**src/rtl/sm83_pkg.sv**
```systemverilog
// sm83_pkg: shared SM83 types used by the stack engine.
// Holds the stack command and register-pair encodings, the stack FSM state
// encoding, and the mapping from a stack register pair to a 16-bit
// register-file select.
package sm83_pkg;

  typedef enum logic [1:0] {
    STK_PUSH = 2'd0,
    STK_POP  = 2'd1,
    STK_CALL = 2'd2,
    STK_RET  = 2'd3
  } stk_op_t;

  typedef enum logic [1:0] {
    PAIR_BC = 2'd0,
    PAIR_DE = 2'd1,
    PAIR_HL = 2'd2,
    PAIR_AF = 2'd3
  } stk_pair_t;

  typedef enum logic [1:0] {
    R16_BC = 2'd0,
    R16_DE = 2'd1,
    R16_HL = 2'd2,
    R16_SP = 2'd3
  } gp_r16_sel_t;

  typedef enum logic [2:0] {
    ST_IDLE   = 3'd0,
    ST_DEC    = 3'd1,
    ST_WR_HI  = 3'd2,
    ST_WR_LO  = 3'd3,
    ST_RD_LO  = 3'd4,
    ST_RD_HI  = 3'd5,
    ST_COMMIT = 3'd6
  } stk_state_t;

  // AF has no 16-bit GP read/write port (A and F have their own ports),
  // so it maps to BC; the stack engine never uses that select for AF.
  function automatic gp_r16_sel_t stk_pair_to_r16(input stk_pair_t pair);
    case (pair)
      PAIR_BC: return R16_BC;
      PAIR_DE: return R16_DE;
      PAIR_HL: return R16_HL;
      default: return R16_BC;
    endcase
  endfunction

endpackage

```
**src/rtl/stack_engine.sv**
```systemverilog
// stack_engine: sequences SM83 PUSH/POP/CALL/RET stack traffic.
// Captures operands from the register file on accept, performs two byte
// memory cycles at SP, then writes SP and the destination back in a single
// COMMIT cycle.
// Optional feature macro: SM83_STACK_CALLRET_EN (CALL/RET execution).
// Without it, CALL/RET are accepted but only pulse err.
module stack_engine
  import sm83_pkg::*;
#(
  parameter bit         DEC_CYCLE = 1'b1,
  parameter logic [7:0] F_MASK    = 8'hF0
) (
  input  logic        clk,
  input  logic        rst,
  input  logic        cmd_valid,
  output logic        cmd_ready,
  input  logic [1:0]  cmd_op,
  input  logic [1:0]  cmd_pair,
  input  logic [15:0] cmd_target,
  output logic        done,
  output logic        err,
  output logic [1:0]  rf_r_sel16,
  input  logic [15:0] rf_r16,
  input  logic [7:0]  rf_a,
  input  logic [7:0]  rf_f,
  input  logic [15:0] rf_sp,
  input  logic [15:0] rf_pc,
  output logic        rf_wen_sp,
  output logic        rf_wen_gp16,
  output logic        rf_wen_a,
  output logic        rf_wen_f,
  output logic        rf_wen_pc,
  output logic [15:0] rf_w_sp,
  output logic [15:0] rf_w16,
  output logic [15:0] rf_w_pc,
  output logic [1:0]  rf_w_sel16,
  output logic [7:0]  rf_w_a,
  output logic [7:0]  rf_w_f,
  output logic        mem_req,
  output logic        mem_we,
  output logic [15:0] mem_addr,
  output logic [7:0]  mem_wdata,
  input  logic        mem_ack,
  input  logic [7:0]  mem_rdata
);

`ifdef SM83_STACK_CALLRET_EN
  localparam bit CALLRET_EN = 1'b1;
`else
  localparam bit CALLRET_EN = 1'b0;
`endif

  stk_state_t  state_reg, state_next;
  stk_op_t     op_reg;
  stk_pair_t   pair_reg;
  logic [15:0] sp_reg, word_reg, target_reg;
  logic        err_reg, err_next;

  stk_op_t   cmd_op_e;
  stk_pair_t cmd_pair_e;
  logic      accept, is_wr_cmd, is_callret_cmd;
  logic [15:0] sp_m1, sp_m2, sp_p1, sp_p2;

  assign cmd_op_e       = stk_op_t'(cmd_op);
  assign cmd_pair_e     = stk_pair_t'(cmd_pair);
  assign accept         = cmd_valid && (state_reg == ST_IDLE);
  assign is_wr_cmd      = (cmd_op_e == STK_PUSH) || (cmd_op_e == STK_CALL);
  assign is_callret_cmd = (cmd_op_e == STK_CALL) || (cmd_op_e == STK_RET);

  // SP arithmetic wraps modulo 2^16 by construction of the 16-bit results.
  assign sp_m1 = sp_reg - 16'd1;
  assign sp_m2 = sp_reg - 16'd2;
  assign sp_p1 = sp_reg + 16'd1;
  assign sp_p2 = sp_reg + 16'd2;

  assign rf_r_sel16 = stk_pair_to_r16(cmd_pair_e);

  // FSM state register and the registered err pulse.
  always_ff @(posedge clk) begin
    if (rst) begin
      state_reg <= ST_IDLE;
      err_reg   <= 1'b0;
    end else begin
      state_reg <= state_next;
      err_reg   <= err_next;
    end
  end

  // Datapath: capture operands on accept, assemble popped bytes on ack.
  always_ff @(posedge clk) begin
    if (rst) begin
      op_reg     <= STK_PUSH;
      pair_reg   <= PAIR_BC;
      sp_reg     <= 16'h0000;
      word_reg   <= 16'h0000;
      target_reg <= 16'h0000;
    end else begin
      if (accept) begin
        op_reg     <= cmd_op_e;
        pair_reg   <= cmd_pair_e;
        sp_reg     <= rf_sp;
        target_reg <= cmd_target;
        if (cmd_op_e == STK_CALL)
          word_reg <= rf_pc;
        else if (cmd_pair_e == PAIR_AF)
          word_reg <= {rf_a, rf_f};
        else
          word_reg <= rf_r16;
      end
      if (state_reg == ST_RD_LO && mem_ack) word_reg[7:0]  <= mem_rdata;
      if (state_reg == ST_RD_HI && mem_ack) word_reg[15:8] <= mem_rdata;
    end
  end

  // Next-state logic; memory states advance only on the acked edge.
  always_comb begin
    state_next = state_reg;
    err_next   = 1'b0;
    case (state_reg)
      ST_IDLE: begin
        if (cmd_valid) begin
          if (is_callret_cmd && !CALLRET_EN)
            err_next = 1'b1;
          else if (is_wr_cmd)
            state_next = DEC_CYCLE ? ST_DEC : ST_WR_HI;
          else
            state_next = ST_RD_LO;
        end
      end
      ST_DEC:    state_next = ST_WR_HI;
      ST_WR_HI:  if (mem_ack) state_next = ST_WR_LO;
      ST_WR_LO:  if (mem_ack) state_next = ST_COMMIT;
      ST_RD_LO:  if (mem_ack) state_next = ST_RD_HI;
      ST_RD_HI:  if (mem_ack) state_next = ST_COMMIT;
      ST_COMMIT: state_next = ST_IDLE;
      default:   state_next = ST_IDLE;
    endcase
  end

  // Output decode: bus cycle per memory state, register writes in COMMIT.
  always_comb begin
    cmd_ready   = (state_reg == ST_IDLE);
    err         = err_reg;
    done        = 1'b0;
    mem_req     = 1'b0;
    mem_we      = 1'b0;
    mem_addr    = 16'h0000;
    mem_wdata   = 8'h00;
    rf_wen_sp   = 1'b0;
    rf_wen_gp16 = 1'b0;
    rf_wen_a    = 1'b0;
    rf_wen_f    = 1'b0;
    rf_wen_pc   = 1'b0;
    rf_w_sp     = 16'h0000;
    rf_w16      = 16'h0000;
    rf_w_pc     = 16'h0000;
    rf_w_sel16  = 2'd0;
    rf_w_a      = 8'h00;
    rf_w_f      = 8'h00;
    case (state_reg)
      ST_WR_HI: begin
        mem_req   = 1'b1;
        mem_we    = 1'b1;
        mem_addr  = sp_m1;
        mem_wdata = word_reg[15:8];
      end
      ST_WR_LO: begin
        mem_req   = 1'b1;
        mem_we    = 1'b1;
        mem_addr  = sp_m2;
        mem_wdata = word_reg[7:0];
      end
      ST_RD_LO: begin
        mem_req  = 1'b1;
        mem_addr = sp_reg;
      end
      ST_RD_HI: begin
        mem_req  = 1'b1;
        mem_addr = sp_p1;
      end
      ST_COMMIT: begin
        done      = 1'b1;
        rf_wen_sp = 1'b1;
        case (op_reg)
          STK_PUSH: rf_w_sp = sp_m2;
          STK_CALL: begin
            rf_w_sp   = sp_m2;
            rf_wen_pc = 1'b1;
            rf_w_pc   = target_reg;
          end
          STK_RET: begin
            rf_w_sp   = sp_p2;
            rf_wen_pc = 1'b1;
            rf_w_pc   = word_reg;
          end
          default: begin
            rf_w_sp = sp_p2;
            if (pair_reg == PAIR_AF) begin
              rf_wen_a = 1'b1;
              rf_w_a   = word_reg[15:8];
              rf_wen_f = 1'b1;
              rf_w_f   = word_reg[7:0] & F_MASK;
            end else begin
              rf_wen_gp16 = 1'b1;
              rf_w_sel16  = stk_pair_to_r16(pair_reg);
              rf_w16      = word_reg;
            end
          end
        endcase
      end
      default: ;
    endcase
  end

endmodule

```
**config.mk**
```make
export PLATFORM = sky130hd
export DESIGN_NAME = stack_engine
export DESIGN_NICKNAME = d
export VERILOG_FILES = /design/src/rtl/sm83_pkg.sv /design/src/rtl/stack_engine.sv
export SDC_FILE = /design/constraint.sdc
export NUM_CORES = 1
export LEC_CHECK = 0
export BUFFER_PORTS_ARGS = -buffer_cell sky130_fd_sc_hd__buf_4
export CAP_MARGIN = 15
export CORE_MARGIN = 2
export CORE_UTILIZATION = 53
export CTS_CLUSTER_SIZE = 30
export DETAILED_ROUTE_END_ITERATION = 10
export PLACE_DENSITY = 0.93
export SLEW_MARGIN = 5
export SYNTH_ARGS = -nofsm -noshare
export SYNTH_HDL_FRONTEND = slang
export SYNTH_SLANG_ARGS = --single-unit
```
**constraint.sdc**
```tcl
create_clock -name clk -period 5.1 [get_ports clk]
set_input_delay 0.255 -clock clk [delete_from_list [all_inputs] [get_ports clk]]
set_output_delay 0.255 -clock clk [all_outputs]
set_load 0.01 [all_outputs]
```
# Yosys cells after proc, flatten, opt, wreduce, memory -nomap -nowiden
# Cells that the tools add are included.
[op_classes]
add_sub_neg = 4
n_eq_ne = 21
muxes = 44
n_bitwise = 2
reduce_logical = 18
[op_table]
columns = ["cell", "count"]
rows = [
  ["$mux 16", 9],
  ["$mux 8", 8],
  ["$pmux 16 s4", 1],
  ["$pmux 16 s2", 1],
  ["$mux 3", 6],
  ["$add 16x1->16 const B", 1],
  ["$add 16x2->16 const B", 1],
  ["$eq 2x2->1 const B", 8],
  ["$pmux 8 s2", 1],
  ["$sub 16x1->16 const B", 1],
  ["$sub 16x2->16 const B", 1],
  ["$pmux 3 s5", 1],
  ["$mux 1", 12],
  ["$eq 3x3->1 const B", 3],
  ["$ne 2x2->1 const B", 4],
  ["$pmux 2 s2", 2],
  ["$reduce_or 2->1", 4],
  ["$eq 3x2->1 const B", 2],
  ["$mux 2", 3],
  ["$reduce_or 3->1", 2],
  ["$reduce_and 5->1", 1],
  ["$eq 2x1->1 const B", 2],
  ["$logic_not 2->1", 2],
  ["$reduce_bool 2->1", 2],
  ["other kinds (7)", 11],
]
[totals]
register_bits = 56
in_bits = 96
out_inout_bits = 102
wordCells = 97

# Longest topological paths before layout
[logic_depth]
word_depth = 6
depth_mapped = 12
mapped_depth_nobuf = 9

# Worst setup path before layout
# Ideal clock, no wire load.
[synth_path]
kind = "register to output"
from = "register state_reg[2]"
to = "output port mem_addr[14]"
arrival_time_ns = 3.105
t_required_ns = 4.845
path_slack_ns = 1.740
stages_incl_launch_ff = 12
n_path_buf = 2
cell_sequence = "dfxtp_1 > buf_2 > nor2b_1 > clkbuf_1 > nand2_1 > fa_1 > a211o_1 > a21oi_1 > a2bb2oi_1 > mux2_2 > o21bai_1 > o311ai_0"
[synth_via]
elab_chain_cells = 2
word_cells_on_any_way = 5
cone_classes = "4 x eq/ne; 1 x mux"
[synth_rtl]
columns = ["element", "line_no", "source"]
rows = [
  ["from (decl)", "stack_engine.sv:53", "stk_state_t state_reg, state_next;"],
  ["from (signal assigned)", "stack_engine.sv:84", "state_reg <= state_next;"],
  ["$eq 3x3->1 or $eq 3x2->1 (tied branches)", "stack_engine.sv:160", "case (state_reg)"],
  ["$pmux 16 s4 *", "stack_engine.sv:160", ""],
  ["to (decl)", "stack_engine.sv:41", "output logic [15:0] mem_addr,"],
]
# Mark *: on every way between the ends. The rest lies on a longest branch, timed or not.

# Worst setup path after layout
# Ends and elaborated chain as after synthesis.

==> impl_metrics.yaml <==
status:
  status: "completed"
clock_tree:
  root_buffer: "clkbuf_8"
  cts_buffers: 5
  cts_hold_buf: 0
  insertion_delay_ns: 0.32
  htree_levels: 2
  cts_sinks: 56
  cts_tree: "done"
  cts_setup_buffers: 0
  clk_pin_slew_ns: 0.11
  cts_buffer_depth: 2
  cts.repair.resized: 0
detailed_routing:
  drt_iter0_markers: 554
  via_per_inst: 6.13
  drc: 0
  wl_per_cell_um: 17.4
  totalWireLength_um: 16500
  num_vias: 5827
  final_antenna_net_count: 0
  dr.pass1.iters: 5
worst_setup_path:
  crit_type: "reg2out"
  crit_path_start_kind: "flip-flop"
  worst-path-buf-inv: 1
  worstPathArrival_ns: 4.30
  crit_chain: "nor2b_1, nand2_1, fa_1, a211o_1, a21oi_1, a2bb2oi_1, mux2_2, o21bai_1, o311ai_0, buf_4"
  cp_top_family: "compound AO/OA/AOI/OAI gates"
  slowest_delay_ns: 0.61
  critPathMaxFanout: 17
  crit_slowest_cell: "fa_1"
  crit_path_end_kind: "output pin"
  required_ns: 4.85
  regToRegSetupSlack_ns: 2.46
synthesis:
  yosysUniqueCellTypes: 60
  synthArstFlopShare_pct: 0
  synth.top_cell.area_share_pct: 23.2
  synth_top_cell_by_area: "dfxtp_1"
  ys_ff_latch: 56
  avgSynthCellArea_um2: 6.95
  ys_seq_area_share_pct: 23.2
  synthTopCellsByArea: "dfxtp_1 23%, nand2_1 8.8%, nor2_1 7.2%"
  yosys_warnings: 0
  syn_inst: 695
  synthFlopType: "dfxtp_1"
  synth_edf_count: 0
  syn-cell-area_um2: 4830
pwr:
  vdd_drop_max_uv: 262
  p_switching_mw: 1.55
  leakage_nw: 2.78
  power_frac_clock_pct: 8.2
  intPower_mw: 1.55
  swShare_pct: 50.0
  finalPower_mw: 3.10
  pwr-share-comb_pct: 66.9
  power.density_nw_per_um2: 494
  p_seq_share_pct: 24.9
final_layout:
  seqCellArea_um2: 1120
  layout_common_cells: "198 x buf_4, 112 x nand2_1, 93 x nor2_1"
  n_antenna_cell: 0
  nets: 956
  layout_commonest_cell: "buf_4"
  n_fill_cell: 685
  final_util_pct: 71.6
  multi_input_area_um2: 3410
  drive_gt1_share_pct: 25.6
  area_delta_synth_final_pct: 29.9
  final_area_um2: 6270
  stdcell_count: 951
sta:
  clock_skew_ns: 0.0147
  hold_viol: 0
  clock.fmax_mhz: 220
  period_minus_slack_ns: 4.55
  maxSlewHeadroom_pct: 29.8
  rsz0062_at_grt: "false"
  setup_ws_ns: 0.547
  min_period_over_period_pct: 89.3
  slew_violations: 0
  tns_ns: 0
  whs_ns: 0.168
  finalSetupViolations: 0
  worst_pin_slew_ns: 1.05
grt:
  grt_max_degree: 57
  grt_usage_pct: 32.1
  grt_overflow: 0
  grt_pass1_vias: 5279
  grt_first_pass_wirelength_um: 25900
  antenna_found_initial: 0
placed_design:
  place_congestion: 0.908
  place_area_um2: 6180
  hpwlAfterDp_um: 12500
  port_buffers: 193
  dp_slack_ns: 0.996
  dpl.cell_count: 942
die:
  ios: 198
  initial_core_util_pct: 55.1
  die_area_um2: 9900
  chipWidth_um: 99.5
  die_h_um: 99.5
  rows: 34
  core_um2: 8760
job:
  max_cap_viol_count: 0
min_path:
  holdCritPathClass: "in2reg"
==> worst paths after layout <==
check	cells past startpoint	from	to
max	10	state_reg[2]	mem_addr[14]
min	3	rf_sp[8]	sp_reg[8]
max reg2reg	6	state_reg[0]	word_reg[1]
min reg2reg	2	target_reg[13]	target_reg[13]
==> kinds of logic after synthesis <==
group                      after synthesis  synth area share (%)
xor gates and xnor gates                27                  4.89
AOI/OAI and AO/OA                      177                  24.1
muxes                                   29                  6.03
DFF                                     56                  23.2
other                                    1                0.0776
buffers and inverters                   71                  6.55
and+or+nand+nor                        316                  30.4
adders and majority gates               18                  4.82
==> power groups by stage <==
| stage | sequential [mW] | combinational, mW | clock [mW] |
|---|---|---|---|
| CTS | 0.760 | 2.04 | 0.254 |
| global placement | 0.763 | 1.96 | 0 |
| detailed placement | 0.770 | 2.03 | 0 |
| global route | 0.790 | 2.27 | 0.268 |
| finish | 0.773 | 2.07 | 0.253 |
| floorplan | 0.640 | 1.59 | 0 |
==> cell usage after synthesis (all sizes together), types with 3 or more instances <==
| master | number |
|---|---|
| a211oi | 5 |
| a21o | 5 |
| a21oi | 65 |
| a221oi | 17 |
| a311oi | 17 |
| a31oi | 5 |
| and2 | 32 |
| and3 | 5 |
| buf | 23 |
| clkbuf | 38 |
| dfxtp | 56 |
| ha | 17 |
| inv | 10 |
| mux2i | 28 |
| nand2 | 113 |
| nand2b | 9 |
| nand3 | 27 |
| nand4 | 4 |
| nor2 | 93 |
| nor2b | 4 |
| nor3 | 13 |
| nor3b | 3 |
| nor4 | 3 |
| o211ai | 4 |
| o21a | 3 |
| o21ai | 23 |
| o221ai | 5 |
| o22ai | 11 |
| xnor2 | 13 |
| xor2 | 14 |
==> routing by layer <==
| metal | track usage (%) | up-vias | wire length (um) |
|---|---|---|---|
| li1 | - | 2735 | - |
| met1 | 41.4 | 2681 | 6480 |
| met2 | 53.7 | 350 | 7850 |
| met3 | 6.11 | 61 | 1570 |
| met4 | 11.1 | 0 | 603 |
| met5 | 0 | - | 0 |
==> tightest hold or removal path: stages <==
cell and delay [ns]:
buf_4 0.11, nand2_1 0.04, a21oi_1 0.05
==> layout make-up <==
type,count,share of cell area (%)
flip-flops and latches,56,17.9
inverters,10,0.598
multi-input cells,571,54.3
repair buffers,198,23.7
well taps,108,2.15
clock buffers,6,1.16
clock inverters,2,0.219
Power figures use the tool's default switching activity.
